[src/rtl/sdram_pkg.sv]
// Shared definitions for the SDRAM behavioural model: command encodings,
// bank and init state enums, violation codes and the mode-word check.
package sdram_pkg;

  typedef enum logic [2:0] {
    CMD_MODE      = 3'b000,
    CMD_REFRESH   = 3'b001,
    CMD_PRECHARGE = 3'b010,
    CMD_ACTIVE    = 3'b011,
    CMD_WRITE     = 3'b100,
    CMD_READ      = 3'b101,
    CMD_STOP      = 3'b110,
    CMD_NOP       = 3'b111
  } cmd_e;

  typedef enum logic [1:0] {
    BANK_IDLE,
    BANK_ACTIVE,
    BANK_PRECHARGING
  } bank_state_e;

  typedef enum logic [2:0] {
    INIT_PWRUP,
    INIT_PRE,
    INIT_MODE,
    INIT_REF1,
    INIT_READY
  } init_state_e;

  localparam logic [3:0] ERR_NONE           = 4'd0;
  localparam logic [3:0] ERR_BAD_INIT       = 4'd1;
  localparam logic [3:0] ERR_NOT_ACTIVE     = 4'd2;
  localparam logic [3:0] ERR_ALREADY_ACTIVE = 4'd3;
  localparam logic [3:0] ERR_T_RCD          = 4'd4;
  localparam logic [3:0] ERR_T_RP           = 4'd5;
  localparam logic [3:0] ERR_T_RC           = 4'd6;
  localparam logic [3:0] ERR_T_MRD          = 4'd7;
  localparam logic [3:0] ERR_BUS_CONFLICT   = 4'd8;
  localparam logic [3:0] ERR_BAD_MODE       = 4'd9;
  localparam logic [3:0] ERR_REF_ACTIVE     = 4'd10;

  // A mode word is accepted only for CAS latency 2 or 3 and burst length 1
  function automatic logic mode_ok(input logic [1:0] cl, input logic [2:0] bl);
    return (cl == 2'd2 || cl == 2'd3) && (bl == 3'b000);
  endfunction

endpackage

[src/rtl/sdram_model_bank.sv]
// One SDRAM bank: IDLE / ACTIVE(row) / PRECHARGING state and the open row.
// With SDRAM_MODEL_TIMING_CHECK_EN defined it also keeps the per-bank
// RCD / RP / RC window counters and reports whether each window is open.
module sdram_model_bank
  import sdram_pkg::*;
#(
  parameter int ROWBITS = 11
`ifdef SDRAM_MODEL_TIMING_CHECK_EN
  , parameter int T_RCD = 3
  , parameter int T_RP  = 3
  , parameter int T_RC  = 8
`endif
) (
  input  logic               clk,
  input  logic               reset,
  input  cmd_e               cmd,
  input  logic               sel,
  input  logic               pre_all,
  input  logic [ROWBITS-1:0] row,
  output bank_state_e        state,
  output logic [ROWBITS-1:0] open_row
`ifdef SDRAM_MODEL_TIMING_CHECK_EN
  , output logic             rcd_busy
  , output logic             rp_busy
  , output logic             rc_busy
`endif
);

  logic open_cmd;
  logic close_cmd;

  assign open_cmd  = (cmd == CMD_ACTIVE) && sel;
  assign close_cmd = (cmd == CMD_PRECHARGE) && (sel || pre_all) && (state == BANK_ACTIVE);

  // Bank FSM: ACTIVE opens (or re-opens) a row, PRECHARGE of an idle bank is a no-op
  always_ff @(posedge clk or posedge reset) begin
    if (reset) begin
      state    <= BANK_IDLE;
      open_row <= '0;
    end else if (open_cmd) begin
      state    <= BANK_ACTIVE;
      open_row <= row;
    end else if (close_cmd) begin
      state <= BANK_PRECHARGING;
    end else if (state == BANK_PRECHARGING) begin
      state <= BANK_IDLE;
    end
  end

`ifdef SDRAM_MODEL_TIMING_CHECK_EN
  logic [7:0] rcd_cnt;
  logic [7:0] rp_cnt;
  logic [7:0] rc_cnt;

  // Window counters load T-1 on the constraining command so a command k clocks later sees T-k
  always_ff @(posedge clk or posedge reset) begin
    if (reset) begin
      rcd_cnt <= 8'd0;
      rp_cnt  <= 8'd0;
      rc_cnt  <= 8'd0;
    end else begin
      rcd_cnt <= open_cmd  ? 8'(T_RCD - 1) : ((rcd_cnt != 8'd0) ? rcd_cnt - 8'd1 : 8'd0);
      rc_cnt  <= open_cmd  ? 8'(T_RC - 1)  : ((rc_cnt != 8'd0)  ? rc_cnt - 8'd1  : 8'd0);
      rp_cnt  <= close_cmd ? 8'(T_RP - 1)  : ((rp_cnt != 8'd0)  ? rp_cnt - 8'd1  : 8'd0);
    end
  end

  assign rcd_busy = (rcd_cnt != 8'd0);
  assign rp_busy  = (rp_cnt != 8'd0);
  assign rc_busy  = (rc_cnt != 8'd0);
`endif

endmodule

[config.mk]
export PLATFORM = sky130hd
export DESIGN_NAME = sdram_model_bank
export DESIGN_NICKNAME = d
export VERILOG_FILES = /design/src/rtl/sdram_pkg.sv /design/src/rtl/sdram_model_bank.sv
export SDC_FILE = /design/constraint.sdc
export NUM_CORES = 1
export LEC_CHECK = 0
export BUFFER_PORTS_ARGS = -buffer_cell sky130_fd_sc_hd__buf_2
export CAP_MARGIN = 5
export CORE_MARGIN = 2
export CORE_UTILIZATION = 32
export DETAILED_ROUTE_END_ITERATION = 10
export MAX_ROUTING_LAYER = met4
export SYNTH_ARGS = -nofsm -noshare
export SYNTH_HDL_FRONTEND = slang
export SYNTH_SLANG_ARGS = --single-unit
export TNS_END_PERCENT = 30
[constraint.sdc]
create_clock -name clk -period 1.6 [get_ports clk]
set_clock_uncertainty 0.2 [all_clocks]
set_input_delay 0.08 -clock clk [delete_from_list [all_inputs] [get_ports clk]]
set_output_delay 0.08 -clock clk [all_outputs]
set_load 0.02 [all_outputs]
==> results of run 1 <==
==> worst max-delay path: stages <==
cell	delay, ps
dlygate4sd3_1	550
buf_2	140
nand3_2	310
mux2_4	420
==> area by class of cell <==
cell class / count / area (µm²) / share of cell area [%]
Multi-Input combinational cell: 21 / 227.7 / 25.17
Clock buffer: 4 / 26.28 / 2.905
Inverter: 1 / 3.754 / 0.4149
Timing Repair Buffer: 45 / 300.3 / 33.20
Sequential cell: 13 / 325.3 / 35.96
Tap cell: 17 / 21.27 / 2.351
==> layer usage <==
| metal | part of all wire (%) | vias to the layer above |
|---|---|---|
| met4 | 1.3 | 0 |
| met2 | 57 | 15 |
| met3 | 4.0 | 2 |
| met1 | 38 | 232 |
| met5 | 0 | - |
| li1 | - | 220 |
==> cell usage in the layout (no fill, tap or decap), drive strengths merged <==
cell         count
o21a             1
dfrtp           13
o21ai            2
buf             30
nand3            2
clkbuf           4
mux2            11
a21boi           1
nor2             1
or2b             1
inv              1
dlygate4sd3     15
nor3             1
nor2b            1
==> through the flow <==
| step | instance area (µm²) | setup WS (ps) | std cells | total power (W) | hold slack (ps) |
|---|---|---|---|---|---|
| floorplan | 568.0 | 524.5 | 36 | 0.0006382 | -243.0 |
| CTS | 904.6 | 103.3 | 101 | 0.0009870 | 31.87 |
| global placement | 728.2 | 224.8 | 82 | 0.0007462 | -72.32 |
| detailed placement | 728.2 | 210.4 | 82 | 0.0007489 | -75.82 |
| global route | 904.6 | 14.61 | 101 | 0.001028 | 77.99 |
| finish | 904.6 | 54.89 | 101 | 0.0009692 | 36.90 |
==> sequential cells by signal (all words and copies together) (netlist names) <==
signal and flops:
open_row 11, state 2
==> worst min-delay path by stage <==
stage / start / cells past startpoint / to / slack (ps)
floorplan: reset / 1 / open_row[0] / -240
global placement: reset / 2 / open_row[10] / -70
detailed placement: reset / 2 / state[1] / -80
CTS: cmd[2] / 4 / state[0] / 30
global route: cmd[2] / 4 / state[0] / 80
finish: cmd[2] / 4 / state[0] / 40
==> power groups by stage <==
stage	clock network [W]	registers [W]	logic (W)
final	0.000198	0.000437	0.000334
after global routing	0.000223	0.000446	0.000359
after CTS	0.000213	0.000438	0.000336
after detailed placement	0	0.000442	0.000307
after global placement	0	0.000443	0.000303
after floorplan	0	0.000528	0.000110
==> kinds of logic after synthesis <==
group	count (synthesis)	synth area share [%]
AO/OA/AOI/OAI	4	4.406
buffers and inverters	2	2.642
flip-flops	13	57.27
multiplexers	11	27.75
AND/OR/NAND/NOR	6	7.927
==> flow_metrics.tcl, run 1 <==
set metrics [dict create \
    postRouteWirelength_um 1348 \
    synth_most_common_cell "dfrtp_1" \
    final.period_utilization_pct 96.57 \
    netlist_area_um2 568.0 \
    r2r_cells 2 \
    async_reset_ff_share_pct 100.0 \
    crit_path_end "open_row[2]" \
    initial_antenna_violation_count 0 \
    synth_fp_nets 54 \
    commonest_cells_post_synth "dfrtp_1 (13), mux2_4 (9), mux2_2 (2), o21ai_0 (2)" \
    peakVddDrop_uv 551.5 \
    gr-usage-met2_pct 25.28 \
    p_seq_share_pct 45.1 \
    reg2reg_from "state[1]" \
    first_global_vias 473 \
    seq_area_frac_synth_pct 57.27 \
    viasPerCell 4.644 \
    finalCoreUtilization_pct 53.56 \
    syn-instance-count 36 \
    worst_r2r_endpoint "state[1]" \
    worst_ep_required_time_ps 1560 \
    grt_setup_unrepaired "no" \
    grt_first_pass_wirelength_um 2097 \
    power.share.combinational_pct 34.5 \
    met1_usage_pct 15.80 \
    number_of_enable_flip_flop_cells_after_synthesis 0 \
    power-per-cell-area_nw_per_um2 1071 \
    design.final.nets 103 \
    final_layout_size_suffix_gt1_share_pct 54.76 \
    cts_inserted_buffers 3 \
    synth-seq-cells 13 \
    layout.filler_cells 163 \
    floorplan.rows 15 \
    starting_utilization_of_the_core_area_pct 33.63 \
    drtPass1Iterations 4 \
    clkSlewWorstSetupHoldPaths_ps 80 \
    timing_worst_slew_pin_value_ps 479.6 \
    max_fo_critical_path 12 \
    drt_iter0_drc 2 \
    synth_area_per_cell_um2 15.78 \
    floorplan.die.width_um 46.13 \
    die-area_um2 2128 \
    met3_usage_pct 7.451 \
    clock_tree.root_cell "clkbuf_4" \
    ys.flop_type "dfrtp_1" \
    worst-endpoint-arrival_ps 1500 \
    place.gp.congestion 0.6650 \
    timing.setup.tns_ps 0 \
    synth_top_area_share_pct 57.27 \
    area_growth_syn_to_layout_pct 59.25 \
    cts_max_level 1 \
    postCtsSetupBuffers 0 \
    synth_cell_type_count 14 \
    net-switching-power_w 0.0003032 \
    crit_start "cmd[0]" \
    status "finished clean" \
    groute.usage.overall_pct 15.31 \
    cts-hold-fix-buffers 15 \
    timing_worst_setup_path_type "primary input to flop" \
    avgRoutedWirePerCell_um 13.35 \
    boundaryPins 31 \
    vias 469 \
    clock_power_share_pct 20.4 \
    start_kind "primary input" \
    yosysWarningCount 0 \
    io_buffers 30 \
    ctsResizeCount 0 \
    die_height_um 46.13 \
    gr-max-usage-layer "met2" \
    maximum_number_of_pins_on_one_net_before_global_route_repair 14 \
    post-route-drc-count 0 \
    r2r_slack_ps 600 \
    finalSetupViolations 0 \
    fp.coreArea_um2 1689 \
    ant_nets 0 \
    worstSkewPairLatency_ps 270 \
    slew-limit-headroom_pct 67.99 \
    cellInternalPower_w 0.0006660 \
    fmax_mhz 647.2 \
    biggest_area_contributors_in_the_synthesized_netlist "dfrtp_1 (57%), mux2_4 (24%), mux2_2 (4.0%), nor2b_4 (2.4%), buf_6 (2.0%)" \
    end_kind "flop" \
    finalHoldViolCount 0 \
    max_cap_viol 0 \
    antenna_cells_inserted 0 \
    timing_max_transition_violations_final 0 \
    holdCritPathClass "primary input to flop" \
    place_hpwl_um 848.8 \
    fin_crit_ps 1545 \
    grt_remaining_overflow 0 \
    power_switching_share_pct 31.28 \
    power.static_leakage_nw 0.4753 \
    synth_top_cell_by_area "dfrtp_1" \
    cts-root-to-sink-buffers 2 \
    clkSinkCount 13 \
    tritoncts "done" \
]
No activity file was read; power rests on OpenSTA's default activity.
==> run 2: changes to the inputs <==
clock period = 1.62 ns   (was 1.6 ns; I/O delays follow)
==> flow_metrics.tcl, run 2 (synthesized netlist as in run 1, its figures left out) <==
set metrics [dict create \
    status "finished clean" \
    grt_first_pass_wirelength_um 1856 \
    drt_iter0_drc 0 \
    floorplan.die.width_um 46.13 \
    io_buffers 30 \
    layout.cells.non_filler 100 \
    postRouteWirelength_um 1173 \
    maximum_number_of_pins_on_one_net_before_global_route_repair 14 \
    floorplan.rows 15 \
    antenna_cells_inserted 0 \
    post-route-drc-count 0 \
    clkSinkCount 13 \
    boundaryPins 31 \
    biggestRegsByFlops "open_row (11), state (2)" \
    vias 449 \
    first_global_vias 427 \
    avgRoutedWirePerCell_um 11.73 \
    cts-root-to-sink-buffers 2 \
    finish.instance_area_um2 894.6 \
    worst_ep_required_time_ps 1570 \
    cp_slowest_cell "dlygate4sd3_1" \
    postCtsSetupBuffers 0 \
    top_register "open_row" \
    critical-path-top-delay-family "buffers and inverters" \
    worst-endpoint-arrival_ps 1490 \
    design.final.nets 102 \
    peakVddDrop_uv 501.2 \
    start_kind "primary input" \
    finalHoldViolCount 0 \
    initial_antenna_violation_count 0 \
    power.static_leakage_nw 0.4712 \
    cp.buffers_inverters 2 \
    grt_remaining_overflow 0 \
    critPathMaxStageDelay_ps 540 \
    holdCritPathClass "primary input to flop" \
    die_height_um 46.13 \
    ctsResizeCount 0 \
    worstPathCellList "dlygate4sd3_1 -> buf_2 -> nand3_2 -> mux2_4" \
    timing.setup.tns_ps 0 \
    finalSetupViolations 0 \
    worstSkewPairLatency_ps 270 \
    place_hpwl_um 817.4 \
    final.period_utilization_pct 94.75 \
    end_kind "flop" \
    grt_setup_unrepaired "no" \
    fin_crit_ps 1535 \
    cts_inserted_buffers 3 \
    place.gp.congestion 0.6650 \
    timing_worst_setup_path_type "primary input to flop" \
    layout_common_cells "buf_2 (30), dlygate4sd3_1 (14), dfrtp_1 (13), mux2_4 (9), clkbuf_4 (3)" \
    area_growth_syn_to_layout_pct 57.49 \
    drtPass1Iterations 1 \
    tritoncts "done" \
    final_common_cell "buf_2" \
    fmax_mhz 651.5 \
    clock_tree.root_cell "clkbuf_4" \
    max_cap_viol 0 \
    cts_max_level 1 \
    die-area_um2 2128 \
    viasPerCell 4.490 \
    fp.coreArea_um2 1689 \
    starting_utilization_of_the_core_area_pct 33.63 \
    power-per-cell-area_nw_per_um2 1053 \
    largest_reg_flops 11 \
    clkSlewWorstSetupHoldPaths_ps 70 \
    timing_worst_slew_pin_value_ps 470.0 \
    final_layout_size_suffix_gt1_share_pct 55.42 \
    slew-limit-headroom_pct 68.63 \
    ant_nets 0 \
    groute.usage.overall_pct 13.15 \
    placement.cell_area_um2 728.2 \
    dp_cells 82 \
    max_fo_critical_path 12 \
    timing_max_transition_violations_final 0 \
]
run 2: cell types whose count changed in the layout (fill, tap and decap cells not counted):
cell,before,now
dlygate4sd3_1,15,14
run 2: cell type report:
type | count | area (µm²)
Tap cell | 17 | 21.27
Sequential cell | 13 | 325.3
Fill cell | 148 | 794.5
Multi-Input combinational cell | 21 | 227.7
Timing Repair Buffer | 44 | 290.3
Clock buffer | 4 | 26.28
Inverter | 1 | 3.754
run 2: where the power goes:
group / internal [W] / total [W] / switching (W)
registers: 0.000393 / 0.000430 / 0.0000364
logic: 0.000168 / 0.000325 / 0.000157
clock network: 0.0000952 / 0.000188 / 0.0000928
total: 0.000656 / 0.000942 / 0.000286
run 2: worst min-delay path, stage by stage:
cell	delay [ps]
buf_2	100
a21boi_0	80
o21a_1	180
run 2: final timing paths:
kind / from / to / slack (ps) / cells past startpoint
max reg2reg: state[1] / state[1] / 610 / 2
max in group asynchronous: reset / open_row[6] / 740 / 3
min: sel / state[1] / 20 / 3
max: cmd[0] / open_row[6] / 90 / 4
min reg2reg: open_row[4] / open_row[4] / 310 / 1
min in group asynchronous: reset / open_row[7] / 160 / 3
run 2: per-stage QoR:
step / hold WS (ps) / setup WS (ps) / total power (W) / utilization [%]
global placement: -71.32 / 243.9 / 0.0007370 / 43.11
CTS: 2.008 / 128.8 / 0.0009630 / 52.96
global route: 48.87 / 41.19 / 0.001005 / 52.96
finish: 16.74 / 85.00 / 0.0009424 / 52.96
detailed placement: -75.11 / 229.3 / 0.0007379 / 43.11
floorplan: -242.0 / 544.5 / 0.0006304 / -
run 2: routing by layer:
metal / track usage (%) / part of all wire [%] / vias to the layer above
met5: - / 0 / -
met4: 3.429 / 0 / 0
met3: 7.059 / 2.9 / 0
met2: 20.00 / 55 / 7
met1: 15.10 / 42 / 221
li1: - / - / 221
run 2: timing repair:
action	4_1_cts	5_1_grt
hold endpoints to repair	26	0
setup endpoints to repair	0	0
hold buffers	14	0
